### src/rtl/version_store.sv
// Multi-version data store feeding the priority router: each write lands in the slot
// named by its version; a full store drains readers, then folds the newest value into slot 0.
module version_store #(
  parameter int                    DATA_WIDTH    = 32,
  parameter int                    VERSION_WIDTH = 4,
  parameter int                    VERSION_NUM   = 4,
  parameter logic [DATA_WIDTH-1:0] INIT_DATA     = '0
) (
  input  logic                                 clk,
  input  logic                                 rst,
  input  logic                                 wrValid,
  input  logic [DATA_WIDTH-1:0]                wrData,
  output logic                                 wrReady,
  output logic                                 wrAck,
  output logic [VERSION_WIDTH-1:0]             wrVersion,
  input  logic                                 readersBusy,
  output logic [VERSION_WIDTH*VERSION_NUM-1:0] versions,
  output logic [DATA_WIDTH*VERSION_NUM-1:0]    dataBus,
  output logic [VERSION_WIDTH-1:0]             latestVersion,
  output logic                                 collapsing
);

  typedef enum logic [1:0] {
    ACCEPT   = 2'd0,
    DRAIN    = 2'd1,
    COLLAPSE = 2'd2
  } state_t;

  state_t                   r_state;
  state_t                   w_next_state;
  logic [DATA_WIDTH-1:0]    r_data [VERSION_NUM];
  logic [VERSION_WIDTH-1:0] r_ver  [VERSION_NUM];
  logic [VERSION_WIDTH-1:0] r_latest;
  logic                     r_wr_ack;
  logic [VERSION_WIDTH-1:0] r_wr_version;

  logic                     w_accept;
  logic [VERSION_WIDTH-1:0] w_n;
  logic                     w_fills;
  logic [DATA_WIDTH-1:0]    w_latest_data;

  assign w_accept = wrValid && (r_state == ACCEPT);
  assign w_n      = r_latest + VERSION_WIDTH'(1);
  assign w_fills  = (w_n == VERSION_WIDTH'(VERSION_NUM - 1));

  // Newest stored word, folded into the base slot during COLLAPSE.
  always_comb begin
    w_latest_data = r_data[0];
    for (int i = 1; i < VERSION_NUM; i++) begin
      if (r_latest == VERSION_WIDTH'(i)) w_latest_data = r_data[i];
    end
  end

  always_comb begin
    w_next_state = r_state;
    case (r_state)
      ACCEPT:   if (w_accept && w_fills) w_next_state = DRAIN;
      DRAIN:    if (!readersBusy)        w_next_state = COLLAPSE;
      COLLAPSE:                          w_next_state = ACCEPT;
      default:                           w_next_state = ACCEPT;
    endcase
  end

  always_ff @(posedge clk) begin
    if (rst) begin
      r_state      <= ACCEPT;
      r_latest     <= '0;
      r_wr_ack     <= 1'b0;
      r_wr_version <= '0;
      for (int i = 0; i < VERSION_NUM; i++) begin
        r_data[i] <= (i == 0) ? INIT_DATA : '0;
        r_ver[i]  <= '0;
      end
    end else begin
      r_state  <= w_next_state;
      r_wr_ack <= w_accept;
      if (w_accept) begin
        r_latest     <= w_n;
        r_wr_version <= w_n;
        for (int i = 1; i < VERSION_NUM; i++) begin
          if (w_n == VERSION_WIDTH'(i)) begin
            r_data[i] <= wrData;
            r_ver[i]  <= w_n;
          end
        end
      end
      // Slot 0 version stays 0; upper slots are emptied, their data left stale.
      if (r_state == COLLAPSE) begin
        r_data[0] <= w_latest_data;
        r_latest  <= '0;
        for (int i = 1; i < VERSION_NUM; i++) r_ver[i] <= '0;
      end
    end
  end

  always_comb begin
    versions = '0;
    dataBus  = '0;
    for (int i = 0; i < VERSION_NUM; i++) begin
      versions[i*VERSION_WIDTH +: VERSION_WIDTH] = r_ver[i];
      dataBus[i*DATA_WIDTH +: DATA_WIDTH]        = r_data[i];
    end
  end

  assign wrReady       = (r_state == ACCEPT);
  assign collapsing    = (r_state != ACCEPT);
  assign wrAck         = r_wr_ack;
  assign wrVersion     = r_wr_version;
  assign latestVersion = r_latest;

endmodule

### config.mk
export PLATFORM = sky130hd
export DESIGN_NAME = version_store
export DESIGN_NICKNAME = d
export VERILOG_FILES = /design/src/rtl/version_store.sv
export SDC_FILE = /design/constraint.sdc
export NUM_CORES = 1
export LEC_CHECK = 0
export BUFFER_PORTS_ARGS = -buffer_cell sky130_fd_sc_hd__clkbuf_2
export CORE_MARGIN = 2
export CORE_UTILIZATION = 35
export CTS_CLUSTER_SIZE = 28
export DETAILED_ROUTE_END_ITERATION = 8
export PLACE_DENSITY = 0.64
export SLEW_MARGIN = 20
export SYNTH_ARGS = -nofsm -noshare
export SYNTH_HDL_FRONTEND = slang
export SYNTH_SLANG_ARGS = --single-unit
export TNS_END_PERCENT = 50
### constraint.sdc
create_clock -name clk -period 7.9 [get_ports clk]
set_input_delay 0.79 -clock clk [delete_from_list [all_inputs] [get_ports clk]]
set_output_delay 0.79 -clock clk [all_outputs]
set_load 0.03 [all_outputs]
==> results.sh, run 1 <==
export IMPL_synth_area_leaders="edfxtp_1 (64%), and3_1 (6.6%), mux2i_1 (5.2%)"
export IMPL_period_needed_ps=3710
export IMPL_numCtsBuffers=17
export IMPL_gp_congestion=0.815
export IMPL_yosys_warnings=0
export IMPL_synth_top_area_share_pct=63.9
export IMPL_end_kind="flip-flop"
export IMPL_drt_iter0_drc=279
export IMPL_p_per_area_nw_per_um2=253
export IMPL_maxCapViolations=0
export IMPL_ioPinCount=191
export IMPL_grt_pass1_wl_mm=25.0
export IMPL_avgViaCountPerCell=4.99
export IMPL_drive_gt1_share_pct=35.9
export IMPL_ys_ff_latch=151
export IMPL_initial_core_util_pct=35.6
export IMPL_core_area_um2=18000
export IMPL_ys_seq_area_share_pct=68.6
export IMPL_portBuffers=186
export IMPL_ys_types=38
export IMPL_cts_hold_buf=0
export IMPL_cts_resized=0
export IMPL_die_h_um=139
export IMPL_fin_area_um2=8140
export IMPL_ys_flop_type="edfxtp_1"
export IMPL_placed_area_um2=7490
export IMPL_ant_nets=0
export IMPL_power_leakage_nw=3.60
export IMPL_crit_family="simple AND/OR/NAND/NOR gates"
export IMPL_wirelength_mm=16.5
export IMPL_layout_common_cells="clkbuf_2 (186), edfxtp_1 (136), and3_1 (67), nor2_1 (44)"
export IMPL_layout_nets=682
export IMPL_clk_latency_ps=420
export IMPL_holdPathStages=2
export IMPL_fin_ws_ps=4190
export IMPL_critPathLaunchType="flip-flop"
export IMPL_cp_slowest_cell="nor3_4"
export IMPL_cts_root_buf="clkbuf_16"
export IMPL_finalMaxSlewViolations=0
export IMPL_synth_area_um2=6390
export IMPL_rr_worst_depth=6
export IMPL_clock_sinks=151
export IMPL_rsz0062_at_grt="false"
export IMPL_ir_worst_vdd_mv=0.142
export IMPL_antennaDiodeCount=0
export IMPL_cts_buffer_depth=2
export IMPL_grt_max_degree=65
export IMPL_finalSetupTns_ps=0
export IMPL_setup_viol=0
export IMPL_vias=4413
export IMPL_layout_commonest_cell="clkbuf_2"
export IMPL_synthToLayoutAreaGrowth_pct=27.4
export IMPL_dieArea_um2=19300
export IMPL_drc=0
export IMPL_path_buf_inv=1
export IMPL_overflow=0
export IMPL_routedWlPerCell_um=18.6
export IMPL_grtUsageTotal_pct=17.0
export IMPL_final_cells=884
export IMPL_clkTransAtPathRegs_ps=60
export IMPL_grt_pass1_vias=4510
export IMPL_max_freq_mhz=269
export IMPL_final_fill_count=1630
export IMPL_htree_levels=4
export IMPL_synth_edf_count=136
export IMPL_rows=49
export IMPL_status="finished, final reports clean"
export IMPL_synth_top_area_cell="edfxtp_1"
export IMPL_tightest_slew_ps=1140
export IMPL_die_w_um=139
export IMPL_cts_setup_buffers=0
export IMPL_required_ps=7940
export IMPL_hpwl_mm=11.0
export IMPL_multi_input_area_um2=1850
export IMPL_worst_ep_arrival_time_ps=3750
export IMPL_skew_ps=5.80
export IMPL_dr_pass1_iters=4
export IMPL_ys_async_sr_fraction_pct=0
export IMPL_hold_viol_final=0
export IMPL_power_mw=2.06
export IMPL_hp_class="flip-flop to flip-flop"
export IMPL_critPathMaxStageDelay_ps=880
export IMPL_cts_tree="built"
export IMPL_synth_area_per_cell_um2=13.7
export IMPL_regArea_um2=4380
export IMPL_dp_cells=851
export IMPL_path_max_fanout=38
export IMPL_cp_cell_sequence="ha_1 > and2_1 > a211oi_2 > nor3_4 > buf_4 > a21o_2"
export IMPL_relSlewSlack_pct=24.0
export IMPL_r2r_setup_slack_ps=4190
export IMPL_synthCells=466
export IMPL_cp_depth=6
export IMPL_dp_slack_ps=3970
export IMPL_antenna_found_initial=0
export IMPL_path_class="flip-flop to flip-flop"
export IMPL_finalCritPeriodShare_pct=47.0
-- state kept, by name (all words and copies together) (netlist names) --
register	flops
r_data	128
wrAck	1
wrVersion	4
r_state	2
latestVersion	4
r_ver	12
-- per-stage QoR --
stage,util [%],hold WS [ps]
floorplan,-,582
global placement,41.7,455
detailed placement,41.7,451
CTS,45.1,470
global route,45.3,500
finish,45.3,468
-- power breakdown --
group,switching (mW),internal (mW)
logic,0.192,0.0678
registers,0.0285,0.925
clock network,0.316,0.527
total,0.537,1.52
-- metal layers --
metal / vias to the layer above / share of wire, % / GRT usage, %
met1: 2157 / 41 / 19.3
met5: - / 0 / 0
met3: 16 / 7.4 / 6.56
met4: 0 / 1.4 / 6.59
li1: 2073 / - / -
met2: 167 / 51 / 29.1
-- synth_stat cells, types with 7 or more instances --
cell        n
edfxtp_1  136
clkbuf_1   19
a211oi_1   34
buf_4       7
dfxtp_1    15
mux2i_1    33
nand2_1    10
and3_1     67
and2_1     35
nor2_1     45
clkbuf_2   10
-- layout make-up --
| type | instances | area share (%) |
|---|---|---|
| tap | 229 | 3.52 |
| timing repair buffer | 191 | 12.2 |
| clock buffer | 19 | 5.32 |
| sequential | 151 | 53.9 |
| multi-input combinational | 278 | 22.8 |
| clock inverter | 13 | 2.20 |
| inverter | 3 | 0.138 |
-- final timing paths --
kind                                               startpoint                          end
worst min-delay path                 r_ver[1][1]$_SDFFE_PP0P_     r_ver[1][1]$_SDFFE_PP0P_
worst max-delay path            latestVersion[0]$_SDFFE_PP0P_  r_data[3][18]$_SDFFCE_PP0P_
worst max register to register  latestVersion[0]$_SDFFE_PP0P_  r_data[3][18]$_SDFFCE_PP0P_
worst min register to register       r_ver[1][1]$_SDFFE_PP0P_     r_ver[1][1]$_SDFFE_PP0P_
-- cell families after synthesis --
family / after synthesis / share of synthesized area, %
other: 1 / 0.0587
and+or+nand+nor: 179 / 15.8
muxes: 33 / 5.17
buffers and inverters: 44 / 3.29
DFF: 151 / 68.6
xor gates and xnor gates: 3 / 0.411
adders and majority gates: 4 / 0.784
AOI/OAI and AO/OA: 51 / 5.80
-- worst register-to-register path, delay by kind of cell (launching register included) --
kind,cells,cell delay [ps]
adders and majority gates,1,390
and+or+nand+nor,2,1110
DFF,1,500
buffers and inverters,1,450
AOI/OAI and AO/OA,2,870
Note: power is estimated with default switching activity, not from simulation.
==> run 2, diff against run 1 <==
==> constraint.sdc (replaced) <==
create_clock -name clk -period 3.75 [get_ports clk]
set_input_delay 0.375 -clock clk [delete_from_list [all_inputs] [get_ports clk]]
set_output_delay 0.375 -clock clk [all_outputs]
set_load 0.03 [all_outputs]
==> run 2 against run 1 <==
  * Non-clock buffer count rose by 2
  * Final cell count rose by 0.23%
  * Sequential share of layout area rose by 0.14 points
  * Register-to-register slack got worse by 3100 ps
  * Power rose by 110%
  * First-iteration DRC count fell by 15%
  * Count of clock-buffer cells in the layout rose by 1
==> results.sh, run 2 (synthesis results as in run 1) <==
export IMPL_power_leakage_nw=3.60
export IMPL_required_ps=3790
export IMPL_tightest_slew_ps=918
export IMPL_largest_register="r_data"
export IMPL_maxCapViolations=0
export IMPL_dr_pass1_iters=4
export IMPL_rsz0062_at_grt="false"
export IMPL_power_switching_mw=1.10
export IMPL_hp_class="primary input to flip-flop"
export IMPL_cts_buffer_depth=2
export IMPL_dieArea_um2=19300
export IMPL_numCtsBuffers=17
export IMPL_period_needed_ps=2710
export IMPL_utilization_pct=45.2
export IMPL_p_sw_share_pct=26.0
export IMPL_die_h_um=139
export IMPL_drive_gt1_share_pct=35.6
export IMPL_clkTransAtPathRegs_ps=60
export IMPL_pwr_share_clk_pct=39.4
export IMPL_top_regs="r_data (128), r_ver (12)"
export IMPL_cts_setup_buffers=0
export IMPL_power_mw=4.22
export IMPL_dp_slack_ps=1090
export IMPL_max_freq_mhz=369
export IMPL_setup_viol=0
export IMPL_finalMaxSlewViolations=0
export IMPL_layout_nets=684
export IMPL_layout_common_cells="clkbuf_2 (186), edfxtp_1 (136), and3_1 (67), nor2_1 (44)"
export IMPL_grt_max_degree=67
export IMPL_relSlewSlack_pct=38.8
export IMPL_rows=49
export IMPL_ioPinCount=191
export IMPL_p_per_area_nw_per_um2=521
export IMPL_critPathLaunchType="flip-flop"
export IMPL_grt_pass1_vias=4486
export IMPL_path_max_fanout=32
export IMPL_fin_ws_ps=1040
export IMPL_clock_sinks=151
export IMPL_initial_core_util_pct=35.6
export IMPL_hold_worst_slack_ps=152
export IMPL_path_class="flip-flop to flip-flop"
export IMPL_clk_latency_ps=420
export IMPL_finalSetupTns_ps=0
export IMPL_core_area_um2=18000
export IMPL_skew_ps=9.62
export IMPL_layout_commonest_cell="clkbuf_2"
export IMPL_routedWlPerCell_um=18.6
export IMPL_cts_tree="built"
export IMPL_antennaDiodeCount=0
export IMPL_avgViaCountPerCell=4.94
export IMPL_die_w_um=139
export IMPL_finalCritPeriodShare_pct=72.3
export IMPL_end_kind="flip-flop"
export IMPL_synthToLayoutAreaGrowth_pct=27.0
export IMPL_vias=4373
export IMPL_gp_congestion=0.845
export IMPL_hold_viol_final=0
export IMPL_grtUsageTotal_pct=17.1
export IMPL_cts_root_buf="clkbuf_16"
export IMPL_p_int_mw=3.13
export IMPL_htree_levels=4
export IMPL_drc=0
export IMPL_power_share_combinational_pct=13.0
export IMPL_ant_nets=0
export IMPL_overflow=0
export IMPL_worst_ep_arrival_time_ps=2750
export IMPL_hpwl_mm=11.1
export IMPL_pwr_share_seq_pct=47.6
export IMPL_cts_hold_buf=0
export IMPL_wirelength_mm=16.4
export IMPL_status="finished, final reports clean"
export IMPL_drt_iter0_drc=237
export IMPL_antenna_found_initial=0
export IMPL_cts_resized=0
export IMPL_largest_register_ffs=128
export IMPL_ir_worst_vdd_mv=0.304
export IMPL_grt_pass1_wl_mm=25.2
export IMPL_portBuffers=186
-- run 2: changes by cell type in the layout (fill, tap and decap cells not counted) --
cell,change
buf_4,+2
clkinv_1,+2
clkinv_2,+2
clkinvlp_4,-2
bufinv_16,-1
clkbuf_1,+1
clkinv_4,-1
inv_6,-1
nor2b_2,-1
nor2b_4,+1
-- run 2: path summary, 6_finish.rpt --
kind                                  from                     endpoint  slack, ps  cells past startpoint
max          latestVersion[0]$_SDFFE_PP0P_  r_data[2][22]$_SDFFCE_PN0P_       1040                      5
min                            readersBusy      r_state[1]$_SDFFE_PP0P_        150                      2
max reg2reg  latestVersion[0]$_SDFFE_PP0P_  r_data[2][22]$_SDFFCE_PN0P_       1040                      5
min reg2reg      wrVersion[1]$_SDFFE_PP0P_    wrVersion[1]$_SDFFE_PP0P_        480                      2
-- run 2: worst max-delay path, stage by stage, from the launching register on --
cell	delay, ps
dfxtp_1	490
ha_1	410
and2_1	240
a211oi_2	130
nor3_4	290
a21o_2	760
-- run 2: through the flow --
stage               std cells  cell area, µm²
floorplan                 473            6410
global placement          853            7510
detailed placement        853            7510
CTS                       885            8080
global route              886            8110
finish                    886            8110
-- run 2: cell type report --
type,instances,area (µm²)
Sequential cell,151,4380
Clock inverter,12,134
Fill cell,1650,9850
Multi-Input combinational cell,278,1860
Tap cell,229,287
Inverter,3,11.3
Timing Repair Buffer,193,1000
Clock buffer,20,437
-- run 2: layer usage --
layer	global-route usage, %	up-vias	wire length (µm)
li1	-	2072	-
met1	20.9	2102	6820
met2	28.4	175	8060
met3	5.25	24	1190
met4	6.91	0	367
met5	0	-	0
-- run 2: power by group through the flow --
| stage | combinational, mW | sequential (mW) | clock, mW |
|---|---|---|---|
| global placement | 0.541 | 2.04 | 0 |
| CTS | 0.551 | 2.01 | 1.69 |
| global route | 0.585 | 2.02 | 1.77 |
| floorplan | 0.166 | 2.24 | 0 |
| finish | 0.549 | 2.01 | 1.66 |
| detailed placement | 0.549 | 2.05 | 0 |
==> run 3, diff against run 2 <==
--- a/config.mk
+++ b/config.mk
@@ -5,6 +5,7 @@
 export SDC_FILE = /design/constraint.sdc
 export NUM_CORES = 1
 export LEC_CHECK = 0
+export ABC_AREA = 1
 export BUFFER_PORTS_ARGS = -buffer_cell sky130_fd_sc_hd__clkbuf_2
 export CORE_MARGIN = 2
 export CORE_UTILIZATION = 35
==> constraint.sdc (replaced) <==
create_clock -name clk -period 2.6 [get_ports clk]
set_input_delay 0.26 -clock clk [delete_from_list [all_inputs] [get_ports clk]]
set_output_delay 0.26 -clock clk [all_outputs]
set_load 0.03 [all_outputs]
==> run 3 against run 2 <==
  * Critical path depth increased by 4
  * Highest routed layer unchanged
  * Sequential cell count unchanged
  * Largest cell class unchanged
  * Core utilization increased by 0.49 points
  * Clock power increased by 48%
  * Combinational power increased by 41%
==> results.sh, run 3 <==
export IMPL_r2r_setup_slack_ps=510
export IMPL_relSlewSlack_pct=52.8
export IMPL_core_area_um2=17800
export IMPL_fin_ws_ps=511
export IMPL_synthCells=551
export IMPL_power_mw=6.13
export IMPL_maxCapViolations=0
export IMPL_dp_cells=953
export IMPL_cts_tree="built"
export IMPL_multi_input_area_um2=1530
export IMPL_cp_cell_sequence="ha_1 > inv_1 > nand2_1 > nand2_2 > nand3_2 > nor2_2 > nand2_2 > buf_12 > nor2_1"
export IMPL_rr_worst_depth=9
export IMPL_htree_levels=4
export IMPL_critPathLaunchType="flip-flop"
export IMPL_ys_types=27
export IMPL_antenna_found_initial=0
export IMPL_grt_pass1_vias=4530
export IMPL_drc=0
export IMPL_cts_buffer_depth=2
export IMPL_die_w_um=138
export IMPL_ys_async_sr_fraction_pct=0
export IMPL_dr_pass1_iters=4
export IMPL_gp_congestion=0.827
export IMPL_synth_edf_count=136
export IMPL_cts_hold_buf=0
export IMPL_period_needed_ps=2090
export IMPL_routedWlPerCell_um=16.8
export IMPL_power_leakage_nw=3.71
export IMPL_synth_top_area_share_pct=64.6
export IMPL_cpMostUsedCell="nand2_2"
export IMPL_finalSetupTns_ps=0
export IMPL_synth_area_per_cell_um2=11.5
export IMPL_grt_max_degree=47
export IMPL_wirelength_mm=16.6
export IMPL_max_freq_mhz=479
export IMPL_initial_core_util_pct=35.4
export IMPL_clk_latency_ps=420
export IMPL_cts_root_buf="clkbuf_16"
export IMPL_numCtsBuffers=17
export IMPL_dieArea_um2=19100
export IMPL_clkTransAtPathRegs_ps=60
export IMPL_holdPathEnd="r_state[1]$_SDFFE_PP0P_"
export IMPL_skew_ps=8.45
export IMPL_hold_path_startpoint="readersBusy"
export IMPL_ys_seq_area_share_pct=69.4
export IMPL_cp_slowest_cell="dfxtp_1"
export IMPL_worstReg2RegEnd="r_data[3][30]$_SDFFCE_PP0P_"
export IMPL_path_max_fanout=23
export IMPL_worst_r2r_startpoint="latestVersion[0]$_SDFFE_PP0P_"
export IMPL_finalCritPeriodShare_pct=80.3
export IMPL_largest_register_ffs=128
export IMPL_synthToLayoutAreaGrowth_pct=28.9
export IMPL_drt_iter0_drc=333
export IMPL_tightest_slew_ps=707
export IMPL_status="finished, final reports clean"
export IMPL_grt_pass1_wl_mm=25.4
export IMPL_dp_slack_ps=503
export IMPL_yosysMostFrequentCell="edfxtp_1"
export IMPL_holdPathStages=2
export IMPL_worst_ep_arrival_time_ps=2260
export IMPL_ant_nets=0
export IMPL_grtUsageTotal_pct=17.3
export IMPL_hp_class="primary input to flip-flop"
export IMPL_ir_worst_vdd_mv=0.449
export IMPL_path_class="flip-flop to flip-flop"
export IMPL_regArea_um2=4380
export IMPL_hold_viol_final=0
export IMPL_layout_commonest_cell="clkbuf_2"
export IMPL_portBuffers=186
export IMPL_synth_area_um2=6320
export IMPL_p_per_area_nw_per_um2=753
export IMPL_die_h_um=138
export IMPL_synth_area_leaders="edfxtp_1 (65%), nor2_1 (5.8%), dfxtp_1 (4.8%)"
export IMPL_clock_sinks=151
export IMPL_avgViaCountPerCell=4.86
export IMPL_antennaDiodeCount=0
export IMPL_rows=49
export IMPL_ys_top_cells_by_count="edfxtp_1 (136), nor2_1 (98), inv_1 (62), nand2_1 (51), nand3_1 (43)"
export IMPL_ys_flop_type="edfxtp_1"
export IMPL_required_ps=2770
export IMPL_end_kind="flip-flop"
export IMPL_largest_register="r_data"
export IMPL_hold_worst_slack_ps=23.6
export IMPL_crit_family="simple AND/OR/NAND/NOR gates"
export IMPL_yosys_warnings=0
export IMPL_hpwl_mm=11.1
export IMPL_vias=4784
export IMPL_synth_top_area_cell="edfxtp_1"
export IMPL_path_buf_inv=2
export IMPL_drive_gt1_share_pct=34.0
export IMPL_cts_setup_buffers=0
export IMPL_setup_viol=0
export IMPL_layout_nets=783
export IMPL_ioPinCount=191
export IMPL_top_regs="r_data (128), r_ver (12)"
export IMPL_overflow=0
export IMPL_cts_resized=0
export IMPL_final_cells=985
export IMPL_critPathMaxStageDelay_ps=520
export IMPL_finalMaxSlewViolations=0
export IMPL_ys_ff_latch=151
export IMPL_rsz0062_at_grt="false"
export IMPL_final_fill_count=1658
export IMPL_layout_common_cells="clkbuf_2 (186), edfxtp_1 (136), nor2_1 (98), inv_1 (62), nand2_1 (49)"
-- run 3: cell count changes after synthesis, moves of 34 or more --
cell and delta:
and3_1 -67, inv_1 +59, nand3_1 +41, and2_1 -35
nand2_1 +41, nor2_1 +53, a211oi_1 -34
-- run 3: how the worst max path moves through the flow --
stage | start | endpoint | slack [ps] | depth (start not counted)
finish | latestVersion[0]$_SDFFE_PP0P_ | r_data[3][30]$_SDFFCE_PP0P_ | 510 | 9
CTS | latestVersion[0]$_SDFFE_PP0P_ | r_data[3][4]$_SDFFCE_PP0P_ | 490 | 9
global route | latestVersion[0]$_SDFFE_PP0P_ | r_data[3][29]$_SDFFCE_PP0P_ | 300 | 9
detailed placement | latestVersion[0]$_SDFFE_PP0P_ | r_data[3][4]$_SDFFCE_PP0P_ | 500 | 9
global placement | rst | r_data[0][15]$_SDFFCE_PN0P_ | 530 | 7
floorplan | latestVersion[1]$_SDFFE_PP0P_ | r_data[0][0]$_SDFFCE_PN0P_ | 3 | 7
-- run 3: cell type report --
class | instances | area share, %
sequential | 151 | 53.8
inverter | 65 | 3.00
tap | 229 | 3.52
clock inverter | 7 | 0.568
multi-input combinational | 308 | 18.7
clock buffer | 25 | 6.88
timing repair buffer | 200 | 13.5
-- run 3: logic make-up after synthesis --
logic type      share of synthesized area, %
simple gates                            15.2
flops                                   69.4
buf+inv                                 7.25
compound gates                          7.33
fa+ha+maj                              0.792
other cells                           0.0593
-- run 3: per-stage QoR --
step / instance area (µm²) / utilization, %
global route: 8150 / 45.7
floorplan: 6350 / -
finish: 8150 / 45.7
global placement: 7540 / 42.3
detailed placement: 7540 / 42.3
CTS: 8150 / 45.7
-- run 3: power by group --
group | internal, mW | total (mW) | switching, mW | leakage [nW]
clock | 1.51 | 2.46 | 0.951 | 0.306
sequential | 2.81 | 2.90 | 0.0903 | 1.54
combinational | 0.191 | 0.775 | 0.584 | 1.86
-- run 3: per-layer routing --
metal,vias up,wire (µm),track usage [%]
li1,2262,-,-
met5,-,0,0
met1,2303,6950,21.8
met3,31,1020,5.13
met4,0,433,7.36
met2,188,8170,27.8
